===== src/rtl/ysyx_23060332_wbu_pkg.sv =====
// Shared widths, load funct3 encodings and the write-back slot payload.
package ysyx_23060332_wbu_pkg;

    localparam int unsigned DATA_W    = 32;
    localparam int unsigned ADDR_W    = 5;
    localparam int unsigned PC_W      = 32;
    localparam int unsigned INSTRET_W = 64;

    localparam logic [2:0] F3_LB  = 3'd0;
    localparam logic [2:0] F3_LH  = 3'd1;
    localparam logic [2:0] F3_LW  = 3'd2;
    localparam logic [2:0] F3_LBU = 3'd4;
    localparam logic [2:0] F3_LHU = 3'd5;

    typedef struct packed {
        logic [ADDR_W-1:0] rd;
        logic              wen;
        logic [DATA_W-1:0] data;
        logic [PC_W-1:0]   pc;
        logic              err;
    } wb_slot_t;

endpackage


===== src/rtl/ysyx_23060332_wbu_if.sv =====
// EXU/LSU result handshakes plus register-file and commit outputs of the WBU.
interface ysyx_23060332_wbu_if;
    import ysyx_23060332_wbu_pkg::*;

    logic                 exu_valid;
    logic                 exu_ready;
    logic [ADDR_W-1:0]    exu_rd;
    logic                 exu_wen;
    logic [DATA_W-1:0]    exu_result;
    logic [PC_W-1:0]      exu_pc;

    logic                 lsu_valid;
    logic                 lsu_ready;
    logic [ADDR_W-1:0]    lsu_rd;
    logic                 lsu_wen;
    logic [31:0]          lsu_rdata;
    logic [1:0]           lsu_addr_lo;
    logic [2:0]           lsu_funct3;
    logic [PC_W-1:0]      lsu_pc;

    logic [ADDR_W-1:0]    waddr;
    logic [DATA_W-1:0]    wdata;
    logic                 reg_wen;
    logic                 commit_valid;
    logic [PC_W-1:0]      commit_pc;
    logic                 wb_err;
    logic [INSTRET_W-1:0] instret;

    modport master (
        output exu_valid, exu_rd, exu_wen, exu_result, exu_pc,
        output lsu_valid, lsu_rd, lsu_wen, lsu_rdata, lsu_addr_lo, lsu_funct3, lsu_pc,
        input  exu_ready, lsu_ready,
        input  waddr, wdata, reg_wen, commit_valid, commit_pc, wb_err, instret
    );

    modport slave (
        input  exu_valid, exu_rd, exu_wen, exu_result, exu_pc,
        input  lsu_valid, lsu_rd, lsu_wen, lsu_rdata, lsu_addr_lo, lsu_funct3, lsu_pc,
        output exu_ready, lsu_ready,
        output waddr, wdata, reg_wen, commit_valid, commit_pc, wb_err, instret
    );

endinterface


===== src/rtl/ysyx_23060332_load_ext.sv =====
// Combinational load formatter: selects byte/half/word from the raw word,
// extends it and flags misaligned or unsupported load types.
module ysyx_23060332_load_ext
    import ysyx_23060332_wbu_pkg::*;
(
    input  logic [31:0]       rdata,
    input  logic [1:0]        addr_lo,
    input  logic [2:0]        funct3,
    output logic [DATA_W-1:0] data,
    output logic              err
);

    logic [7:0]  b;
    logic [15:0] h;

    always_comb begin
        b    = rdata[{addr_lo, 3'b000} +: 8];
        h    = rdata[{addr_lo[1], 4'b0000} +: 16];
        data = '0;
        err  = 1'b0;
        unique case (funct3)
            F3_LB:   data = {{24{b[7]}}, b};
            F3_LBU:  data = {24'd0, b};
            F3_LH: begin
                err  = addr_lo[0];
                data = {{16{h[15]}}, h};
            end
            F3_LHU: begin
                err  = addr_lo[0];
                data = {16'd0, h};
            end
            F3_LW: begin
                err  = (addr_lo != 2'd0);
                data = rdata;
            end
            default: err = 1'b1;
        endcase
        // Faulting loads never leak partial data into the register file.
        if (err) begin
            data = '0;
        end
    end

endmodule


===== src/rtl/ysyx_23060332_wbu.sv =====
// Write-back unit: LSU-priority arbiter, single result slot driving the
// register-file write port and commit pulse, and the retired-instruction counter.
module ysyx_23060332_wbu
    import ysyx_23060332_wbu_pkg::*;
(
    input  logic                clk,
    input  logic                rst_n,
    input  logic                stall,
    ysyx_23060332_wbu_if.slave  wb
);

    logic [DATA_W-1:0]    ext_data;
    logic                 ext_err;
    logic                 lsu_err;
    logic                 accept_lsu;
    logic                 accept_exu;

    wb_slot_t             slot_d, slot_q;
    logic                 slot_v_d, slot_v_q;
    logic                 reg_wen_d, reg_wen_q;
    logic [INSTRET_W-1:0] instret_d, instret_q;

    ysyx_23060332_load_ext u_load_ext (
        .rdata   (wb.lsu_rdata),
        .addr_lo (wb.lsu_addr_lo),
        .funct3  (wb.lsu_funct3),
        .data    (ext_data),
        .err     (ext_err)
    );

    assign wb.lsu_ready = ~stall;
    assign wb.exu_ready = ~stall & ~wb.lsu_valid;

    always_comb begin
        accept_lsu = wb.lsu_valid & ~stall;
        accept_exu = wb.exu_valid & ~stall & ~wb.lsu_valid;
        // Stores (wen=0) never raise a load-format error.
        lsu_err    = wb.lsu_wen & ext_err;

        slot_d    = slot_q;
        slot_v_d  = 1'b0;
        reg_wen_d = 1'b0;
        instret_d = instret_q + INSTRET_W'(slot_v_q);

        if (accept_lsu) begin
            slot_d.rd   = wb.lsu_rd;
            slot_d.wen  = wb.lsu_wen & ~lsu_err;
            slot_d.data = ext_data;
            slot_d.pc   = wb.lsu_pc;
            slot_d.err  = lsu_err;
            slot_v_d    = 1'b1;
        end else if (accept_exu) begin
            slot_d.rd   = wb.exu_rd;
            slot_d.wen  = wb.exu_wen;
            slot_d.data = wb.exu_result;
            slot_d.pc   = wb.exu_pc;
            slot_d.err  = 1'b0;
            slot_v_d    = 1'b1;
        end

        // x0 writes still retire but never reach the register file.
        reg_wen_d = slot_v_d & slot_d.wen & (slot_d.rd != '0);
    end

    always_ff @(posedge clk or negedge rst_n) begin
        if (!rst_n) begin
            slot_q    <= '0;
            slot_v_q  <= 1'b0;
            reg_wen_q <= 1'b0;
            instret_q <= '0;
        end else begin
            slot_q    <= slot_d;
            slot_v_q  <= slot_v_d;
            reg_wen_q <= reg_wen_d;
            instret_q <= instret_d;
        end
    end

    assign wb.waddr        = slot_q.rd;
    assign wb.wdata        = slot_q.data;
    assign wb.commit_pc    = slot_q.pc;
    assign wb.reg_wen      = reg_wen_q;
    assign wb.commit_valid = slot_v_q;
    assign wb.wb_err       = slot_v_q & slot_q.err;
    assign wb.instret      = instret_q;

endmodule


===== src/flat_wrapper.sv =====
// flat-port wrapper written by rule: the top's interface ports become plain ports
module ysyx_23060332_wbu_flat import ysyx_23060332_wbu_pkg::*;
  (clk, rst_n, stall, wb_exu_valid, wb_exu_rd, wb_exu_wen, wb_exu_result, wb_exu_pc, wb_lsu_valid, wb_lsu_rd, wb_lsu_wen, wb_lsu_rdata, wb_lsu_addr_lo, wb_lsu_funct3, wb_lsu_pc, wb_exu_ready, wb_lsu_ready, wb_waddr, wb_wdata, wb_reg_wen, wb_commit_valid, wb_commit_pc, wb_wb_err, wb_instret);
  ysyx_23060332_wbu_if wb_i ();
  input  logic clk;
  input  logic rst_n;
  input  logic stall;
  input wire logic [$bits(wb_i.exu_valid)-1:0] wb_exu_valid;
  input wire logic [$bits(wb_i.exu_rd)-1:0] wb_exu_rd;
  input wire logic [$bits(wb_i.exu_wen)-1:0] wb_exu_wen;
  input wire logic [$bits(wb_i.exu_result)-1:0] wb_exu_result;
  input wire logic [$bits(wb_i.exu_pc)-1:0] wb_exu_pc;
  input wire logic [$bits(wb_i.lsu_valid)-1:0] wb_lsu_valid;
  input wire logic [$bits(wb_i.lsu_rd)-1:0] wb_lsu_rd;
  input wire logic [$bits(wb_i.lsu_wen)-1:0] wb_lsu_wen;
  input wire logic [$bits(wb_i.lsu_rdata)-1:0] wb_lsu_rdata;
  input wire logic [$bits(wb_i.lsu_addr_lo)-1:0] wb_lsu_addr_lo;
  input wire logic [$bits(wb_i.lsu_funct3)-1:0] wb_lsu_funct3;
  input wire logic [$bits(wb_i.lsu_pc)-1:0] wb_lsu_pc;
  output wire logic [$bits(wb_i.exu_ready)-1:0] wb_exu_ready;
  output wire logic [$bits(wb_i.lsu_ready)-1:0] wb_lsu_ready;
  output wire logic [$bits(wb_i.waddr)-1:0] wb_waddr;
  output wire logic [$bits(wb_i.wdata)-1:0] wb_wdata;
  output wire logic [$bits(wb_i.reg_wen)-1:0] wb_reg_wen;
  output wire logic [$bits(wb_i.commit_valid)-1:0] wb_commit_valid;
  output wire logic [$bits(wb_i.commit_pc)-1:0] wb_commit_pc;
  output wire logic [$bits(wb_i.wb_err)-1:0] wb_wb_err;
  output wire logic [$bits(wb_i.instret)-1:0] wb_instret;
  assign wb_i.exu_valid = wb_exu_valid;
  assign wb_i.exu_rd = wb_exu_rd;
  assign wb_i.exu_wen = wb_exu_wen;
  assign wb_i.exu_result = wb_exu_result;
  assign wb_i.exu_pc = wb_exu_pc;
  assign wb_i.lsu_valid = wb_lsu_valid;
  assign wb_i.lsu_rd = wb_lsu_rd;
  assign wb_i.lsu_wen = wb_lsu_wen;
  assign wb_i.lsu_rdata = wb_lsu_rdata;
  assign wb_i.lsu_addr_lo = wb_lsu_addr_lo;
  assign wb_i.lsu_funct3 = wb_lsu_funct3;
  assign wb_i.lsu_pc = wb_lsu_pc;
  assign wb_exu_ready = wb_i.exu_ready;
  assign wb_lsu_ready = wb_i.lsu_ready;
  assign wb_waddr = wb_i.waddr;
  assign wb_wdata = wb_i.wdata;
  assign wb_reg_wen = wb_i.reg_wen;
  assign wb_commit_valid = wb_i.commit_valid;
  assign wb_commit_pc = wb_i.commit_pc;
  assign wb_wb_err = wb_i.wb_err;
  assign wb_instret = wb_i.instret;
  ysyx_23060332_wbu u_core (.clk(clk), .rst_n(rst_n), .stall(stall), .wb(wb_i));
endmodule

===== config.mk =====
export PLATFORM = sky130hd
export DESIGN_NAME = ysyx_23060332_wbu_flat
export DESIGN_NICKNAME = d
export VERILOG_FILES = /design/src/rtl/ysyx_23060332_wbu_pkg.sv /design/src/rtl/ysyx_23060332_wbu_if.sv /design/src/rtl/ysyx_23060332_load_ext.sv /design/src/rtl/ysyx_23060332_wbu.sv /design/src/flat_wrapper.sv
export SDC_FILE = /design/constraint.sdc
export NUM_CORES = 1
export LEC_CHECK = 0
export CAP_MARGIN = 40
export CORE_MARGIN = 2
export CORE_UTILIZATION = 40
export CTS_CLUSTER_SIZE = 25
export DETAILED_ROUTE_END_ITERATION = 6
export GPL_ROUTABILITY_DRIVEN = 0
export PLACE_DENSITY = 0.78
export SLEW_MARGIN = 0
export SYNTH_ARGS = -nofsm -noshare
export SYNTH_HDL_FRONTEND = slang
export SYNTH_SLANG_ARGS = --single-unit

===== constraint.sdc =====
create_clock -name clk -period 2.1 [get_ports clk]
set_input_delay 0.315 -clock clk [delete_from_list [all_inputs] [get_ports clk]]
set_output_delay 0.315 -clock clk [all_outputs]
set_load 0.005 [all_outputs]

# After elaboration in Yosys (flattened, before gate mapping)
# Cells that the tools add are included.
word_totals:
  reg_bits: 137
  inputBits: 150
  output_inout_bits: 138
  wordCells: 40
classes:
  n_addsub: 1
  n_eq_ne: 4
  shift: 2
  muxes: 7
  bitwise: 12
  reduce_logical: 6
ops:
  columns: ["cell", "n"]
  rows:
  - ["$pmux 32 s5", 1]
  - ["$mux 71", 2]
  - ["$add 64x1->64", 1]
  - ["$mux 32", 1]
  - ["$shiftx 32x6->16", 1]
  - ["$shiftx 32x6->8", 1]
  - ["$and 1x1->1", 9]
  - ["$eq 3x3->1 const B", 2]
  - ["$reduce_bool 5->1", 1]
  - ["$reduce_bool 2->1", 2]
  - ["$reduce_or 2->1", 2]
  - ["$eq 3x1->1 const B", 1]
  - ["$eq 3x2->1 const B", 1]
  - ["$logic_not 3->1", 1]
  - ["$not 1->1", 3]
  - ["$pmux 1 s3", 1]
  - ["$mux 1", 2]

# Depth between registers and ports, before layout
depth:
  word_depth: 9
  depth_mapped: 8
  mapped_depth_nobuf: 7

# Modules after synthesis
# A second synthesis with hierarchy kept.
hier_totals:
  cells_unflattened: 768
  hier_area_um2: 7344.5
by_module_without_submodules:
  columns: ["mod", "n_inst", "cells_per_inst", "area_per_inst_um2", "seq_area_each_um2"]
  rows:
  - ["ysyx_23060332_wbu", 1, 651, 6538.8, 3403.3]
  - ["ysyx_23060332_load_ext", 1, 117, 805.8, 0.0]

# Least setup slack after synthesis
# OpenSTA, ideal clock, no wires.
synth_timing:
  path_kind: "flip-flop to flip-flop"
  from: "register u_core.slot_v_q, in the netlist u_core.wb.commit_valid"
  to: "register u_core.instret_q[48], in the netlist u_core.wb.instret[48]"
  setup_time_ps: 79
  arrival_time_ps: 2137
  t_required_ps: 2021
  path_slack_ps: -116
  stages_incl_launch_ff: 9
  n_path_buf: 1
  period_less_slack_ps: 2216
  cell_sequence: "dfrtp_1 -> ha_1 -> ha_1 -> inv_1 -> or4_4 -> buf_6 -> nor4_4 -> nor3b_2 -> xor2_1"
synth_via:
  elab_chain_cells: 1
synth_lines:
  columns: ["item", "line_no", "source"]
  rows:
  - ["start: declaration", "ysyx_23060332_wbu.sv:19", "logic slot_v_d, slot_v_q;"]
  - ["start signal: assignment", "ysyx_23060332_wbu.sv:73", "slot_v_q <= slot_v_d;"]
  - ["$add 64x1->64", "ysyx_23060332_wbu.sv:43", "instret_d = instret_q + INSTRET_W'(slot_v_q);"]
  - ["via u_core.instret_d[48]", "ysyx_23060332_wbu.sv:21", "logic [INSTRET_W-1:0] instret_d, instret_q;"]
  - ["end signal: assignment", "ysyx_23060332_wbu.sv:75", "instret_q <= instret_d;"]
  - ["end: declaration", "ysyx_23060332_wbu.sv:21", null]
# The timed path passes the listed nets, and every way through them passes these cells.
# A chain may end at the register's enable or synchronous reset.

# Worst setup path in the final report
layout_timing:
  from: "input wb_lsu_addr_lo[1]"
  to: "register u_core.slot_q (netlist bit u_core.wb.wdata[11])"
layout_via:
  elab_chain_cells: 4
  word_cells_on_any_way: 7
  classes_between: "shift (2); mux (4); reduce/logical (1)"
layout_lines:
  columns: ["item", "line_no", "source"]
  rows:
  - ["start: declaration", "flat_wrapper.sv:17", "input wire logic [$bits(wb_i.lsu_addr_lo)-1:0] wb_lsu_addr_lo;"]
  - ["$shiftx 32x6->16, or another cell as far along", "ysyx_23060332_load_ext.sv:18", "h = rdata[{addr_lo[1], 4'b0000} +: 16];"]
  - ["$pmux 32 s5 / $pmux 1 s3 (equally long branches)", "ysyx_23060332_load_ext.sv:21", "unique case (funct3)"]
  - ["$mux 32 *", "ysyx_23060332_load_ext.sv:39", "if (err) begin"]
  - ["$mux 71 *", "ysyx_23060332_wbu.sv:45", "if (accept_lsu) begin"]
  - ["end signal: assignment", "ysyx_23060332_wbu.sv:72", "slot_q <= slot_d;"]
  - ["end: declaration", "ysyx_23060332_wbu.sv:18", "wb_slot_t slot_d, slot_q;"]
# Every way passes the cells marked *; elsewhere a longest branch is shown, timed or not.

==> metrics list <==
* Diodes inserted: 0
- For this run the aggregate overflow at the end of global routing stands at 0.
- Routed wire length per instance: 17.9 um
* Ratio of cells with drive above 1 in the final layout: 14.3%
- In this run the tool buffered the top-level ports with 287 buffer cells.
- Post-layout nets: 1183
* Worst-path fanout max: 8
- Summed over all cells, the static leakage comes to 4.81 nW.
- Counting flops with an async set or reset pin after synthesis yields a share of 100%.
- Met2 track demand over resource: between 30% and 40%
- Multiplexer cells account for 1.68% of the synthesized area.
- Synthesized flop and latch total: 137
- The clock passes through at most 2 buffers.
* Antenna violations before repair: 1
* Clock tree from TritonCTS: built
- Buffers inserted during clock tree synthesis total 17.
* Largest net degree at the start of global routing: 53
- Of the total power, the share spent switching nets is approximately a quarter.
* Number of slew-limit violations in the final report: 0
- Final design utilization: between 60 and 70%
- Critical path startpoint category: primary input
- In this run the number of H-tree levels came out at 4.
- Number of DRC markers after the initial detailed-route iteration: 341
- Final number of setup-violating endpoints: 0
* Kind of path behind the tightest hold check: primary input to flop
- The final count of hold timing violations was 0.
* Overall track demand over capacity in global routing: a little under a quarter
- The final critical path takes up a little over nine tenths of the cycle.
* Via count of the first global-routing pass: 6898
* Starting density of the core: 40.5%
* CTS Sinks: 137
* Die height: roughly 140 um
- Relative max-transition margin: 65.5%
- For the worst setup path, the data required time is 2390 ps.
- Max-Cap Viols: 0
- The first global-routing pass estimated around 36000 um of wire.
* Combinational share of power: between 20% and 30%
* Busiest layer in global routing: met2
- The share of the Yosys chip area taken by registers is 47.4%.
* Post-DP HPWL: 17100 um
- A synthesized cell averages 9.56 um^2.
- Portion of total power attributed to the clock network: 39.4%
- For this run, the leading register cell type out of synthesis is dfrtp_1.
* Highest clock frequency the design can meet: 0.498 GHz
* Pre-antenna DRT Iters: 5
* Result of the run: finished clean
- For the pin with the worst max-slew slack, the measured transition is 518 ps.
* Synthesized instance count: 756
* Die Span X: 138 um
- Drt via density: 5.43
* Simple-gate area share of the yosys netlist: a little under a fifth
- Clock slew at the register clock pins of the worst setup and hold paths: 60 ps
* Post-synthesis instance area: a little over 7000 um^2
- The worst setup path is of the primary input to flop kind.
* Relative contribution of sequential cells to total power: 39.5%
- In this run the count of I/O pins placed on the die edge is 288.
- In this run, distinct cell masters in the synthesized netlist total 53.
- Counting every net in the synthesized netlist gives just over 900.
* Synth warnings: 0
- Data arrival, critical path: 2300 ps
- For met1 alone, demand over resource in global routing was slightly above 30%.
* Maximum VDD drop: 0.533 mV
* Largest family of logic cells by synthesized area: simple AND/OR/NAND/NOR gates
* Fraction of the mapped netlist area in compound gates: 14.6%
- The final layout contains routed wiring with a total length of 22800 um.
- Number of enable flip-flop cells after synthesis: 0
* Number of nets with antenna violations after routing: 0
- The clock arrives with 6.29 ps of skew.
- Total die area: 19200 um^2
- Worst Setup End Kind: flop
* Via count: 6916
- Synth Area in Adders: 0.346%
* Core outline area: ~18000 um^2
- Summed over all nets, the switching power comes to 2.06 mW.
- Summing the areas of all xor and xnor instances in the mapped netlist gives 7.51% of the synthesized area.
- Post-route DRC violation count: 0
- Cell internal power was estimated by the tool at 5.75 mW.
- Clock root cell: clkbuf_16
- In this run the core area contains 49 standard-cell rows.
- Post-route worst hold slack: between 300 and 400 ps
* Min Clock Period, post-route: 2010 ps
- For met3 alone, demand over resource in global routing was 6.27%.
- Source-to-sink clock delay at the later pin of the worst-skew pair: approximately 420 ps
- In this run the power density over the cells is 702 nW/um^2.
- From synthesis to final layout, the design area changed by 53.9%.
layout by cell type, fill, tap and decap left out, types with 3 or more instances in the layout:
| master | count |
|---|---|
| clkinvlp_4 | 4 |
| or3_1 | 7 |
| and3_1 | 4 |
| nor3_2 | 4 |
| clkinv_4 | 3 |
| xor2_1 | 32 |
| and2_1 | 3 |
| o22ai_1 | 16 |
| buf_4 | 69 |
| a22oi_1 | 37 |
| a221oi_1 | 8 |
| bufinv_16 | 3 |
| a21oi_1 | 14 |
| mux2_2 | 5 |
| clkbuf_16 | 17 |
| o21ai_0 | 39 |
| nor4_4 | 4 |
| nor3_1 | 14 |
| nand2b_1 | 5 |
| a221o_1 | 9 |
| nand4_1 | 12 |
| clkdlybuf4s50_1 | 284 |
| nor2_1 | 45 |
| nand3_1 | 22 |
| buf_12 | 5 |
| dfrtp_1 | 136 |
| inv_1 | 16 |
| nor2b_1 | 4 |
| a31oi_1 | 17 |
| xnor2_1 | 29 |
| nand2_1 | 111 |
| a222oi_1 | 6 |
| nor4_1 | 8 |
per-layer routing:
metal  routed length, um  part of all wire [%]
met4                 557                   2.4
met1                9340                    41
met3                1740                   7.6
met5                  10                 0.044
met2               11100                    49
repair_timing:
item,CTS,global route
hold buffers,1,0
buffers inserted,2,2
gates resized for setup,6,20
endpoints found under the setup margin,8,19
endpoints found under the hold margin,48,0
pin swaps,4,9
sequential cells by signal, indices dropped and copies added, names as in the netlist:
register	count
u_core.wb.commit_valid	1
u_core.wb.reg_wen	1
u_core.slot_q	2
u_core.wb.instret	64
u_core.wb.commit_pc	32
u_core.wb.wdata	32
u_core.wb.waddr	5
final cells by class:
type                    count  area [um^2]
flip-flops and latches    137         3430
clock buffers              18          429
multi-input cells         495         3240
inverters                  17         63.8
repair buffers            363         3510
clock inverters            14          174
fillers                  1452         6710
well taps                 229          287
metrics by stage:
stage               setup TNS (ps)  std cells  setup slack, ps  total power [mW]  instance area (um^2)
floorplan                     -227        756            -92.8              3.83                  7250
global placement             -3170       1236             -262              4.71                 10300
detailed placement           -5050       1236             -329              4.76                 10300
global route                 -12.0       1273            -12.0              8.14                 11100
CTS                           -128       1271            -43.2              7.86                 11000
finish                           0       1273             93.7              7.81                 11100
worst max-delay path: stages:
cell and delay [ps]:
clkdlybuf4s50_1 500, mux4_2 520, and3b_1 290, a221o_1 310
a221oi_1 280, nor2_1 80
cell families after synthesis:
logic type / count (synthesis)
simple gates: 266
compound gates: 156
fa+ha+maj: 2
mux: 9
buf+inv: 124
xor+xnor: 62
flops: 137
power by group through the flow:
stage | Clock [mW] | Combinational, mW | Sequential (mW)
global route | 3.24 | 1.78 | 3.12
floorplan | 0 | 0.743 | 3.09
detailed placement | 0 | 1.63 | 3.12
CTS | 3.13 | 1.64 | 3.08
finish | 3.08 | 1.64 | 3.09
global placement | 0 | 1.60 | 3.12
synthesized netlist by cell type, types with 8 or more instances:
| cell type | count | area share, % |
|---|---|---|
| xnor2_1 | 30 | 3.6 |
| inv_1 | 17 | 0.88 |
| nand4_1 | 12 | 1.0 |
| nor2_1 | 45 | 2.3 |
| buf_4 | 69 | 7.2 |
| a21oi_1 | 14 | 0.97 |
| o21ai_0 | 39 | 2.7 |
| or3_1 | 9 | 0.78 |
| nor3_1 | 19 | 1.3 |
| nor4_1 | 12 | 1.0 |
| a221o_1 | 9 | 1.2 |
| nand3_1 | 22 | 1.5 |
| a221oi_1 | 8 | 0.97 |
| a31oi_1 | 17 | 1.5 |
| clkbuf_1 | 29 | 1.5 |
| xor2_1 | 32 | 3.9 |
| dfrtp_1 | 137 | 47 |
| nand2_1 | 112 | 5.8 |
| o22ai_1 | 16 | 1.4 |
| a22oi_1 | 37 | 3.8 |
worst paths after layout:
path                       slack (ps)  cells after the start                 endpoint                     from
setup / recovery                   90                      6      u_core.wb.wdata[11]        wb_lsu_addr_lo[1]
hold / removal                    330                      2   u_core.wb.commit_pc[4]                    stall
setup reg to reg                  120                      8    u_core.wb.instret[40]   u_core.wb.commit_valid
hold reg to reg                   480                      2  u_core.wb.commit_pc[25]  u_core.wb.commit_pc[25]
max in group asynchronous        1040                      3  u_core.wb.commit_pc[23]                    rst_n
min in group asynchronous         430                      2    u_core.wb.instret[12]                    rst_n
No activity file was read; power rests on OpenSTA's default activity.
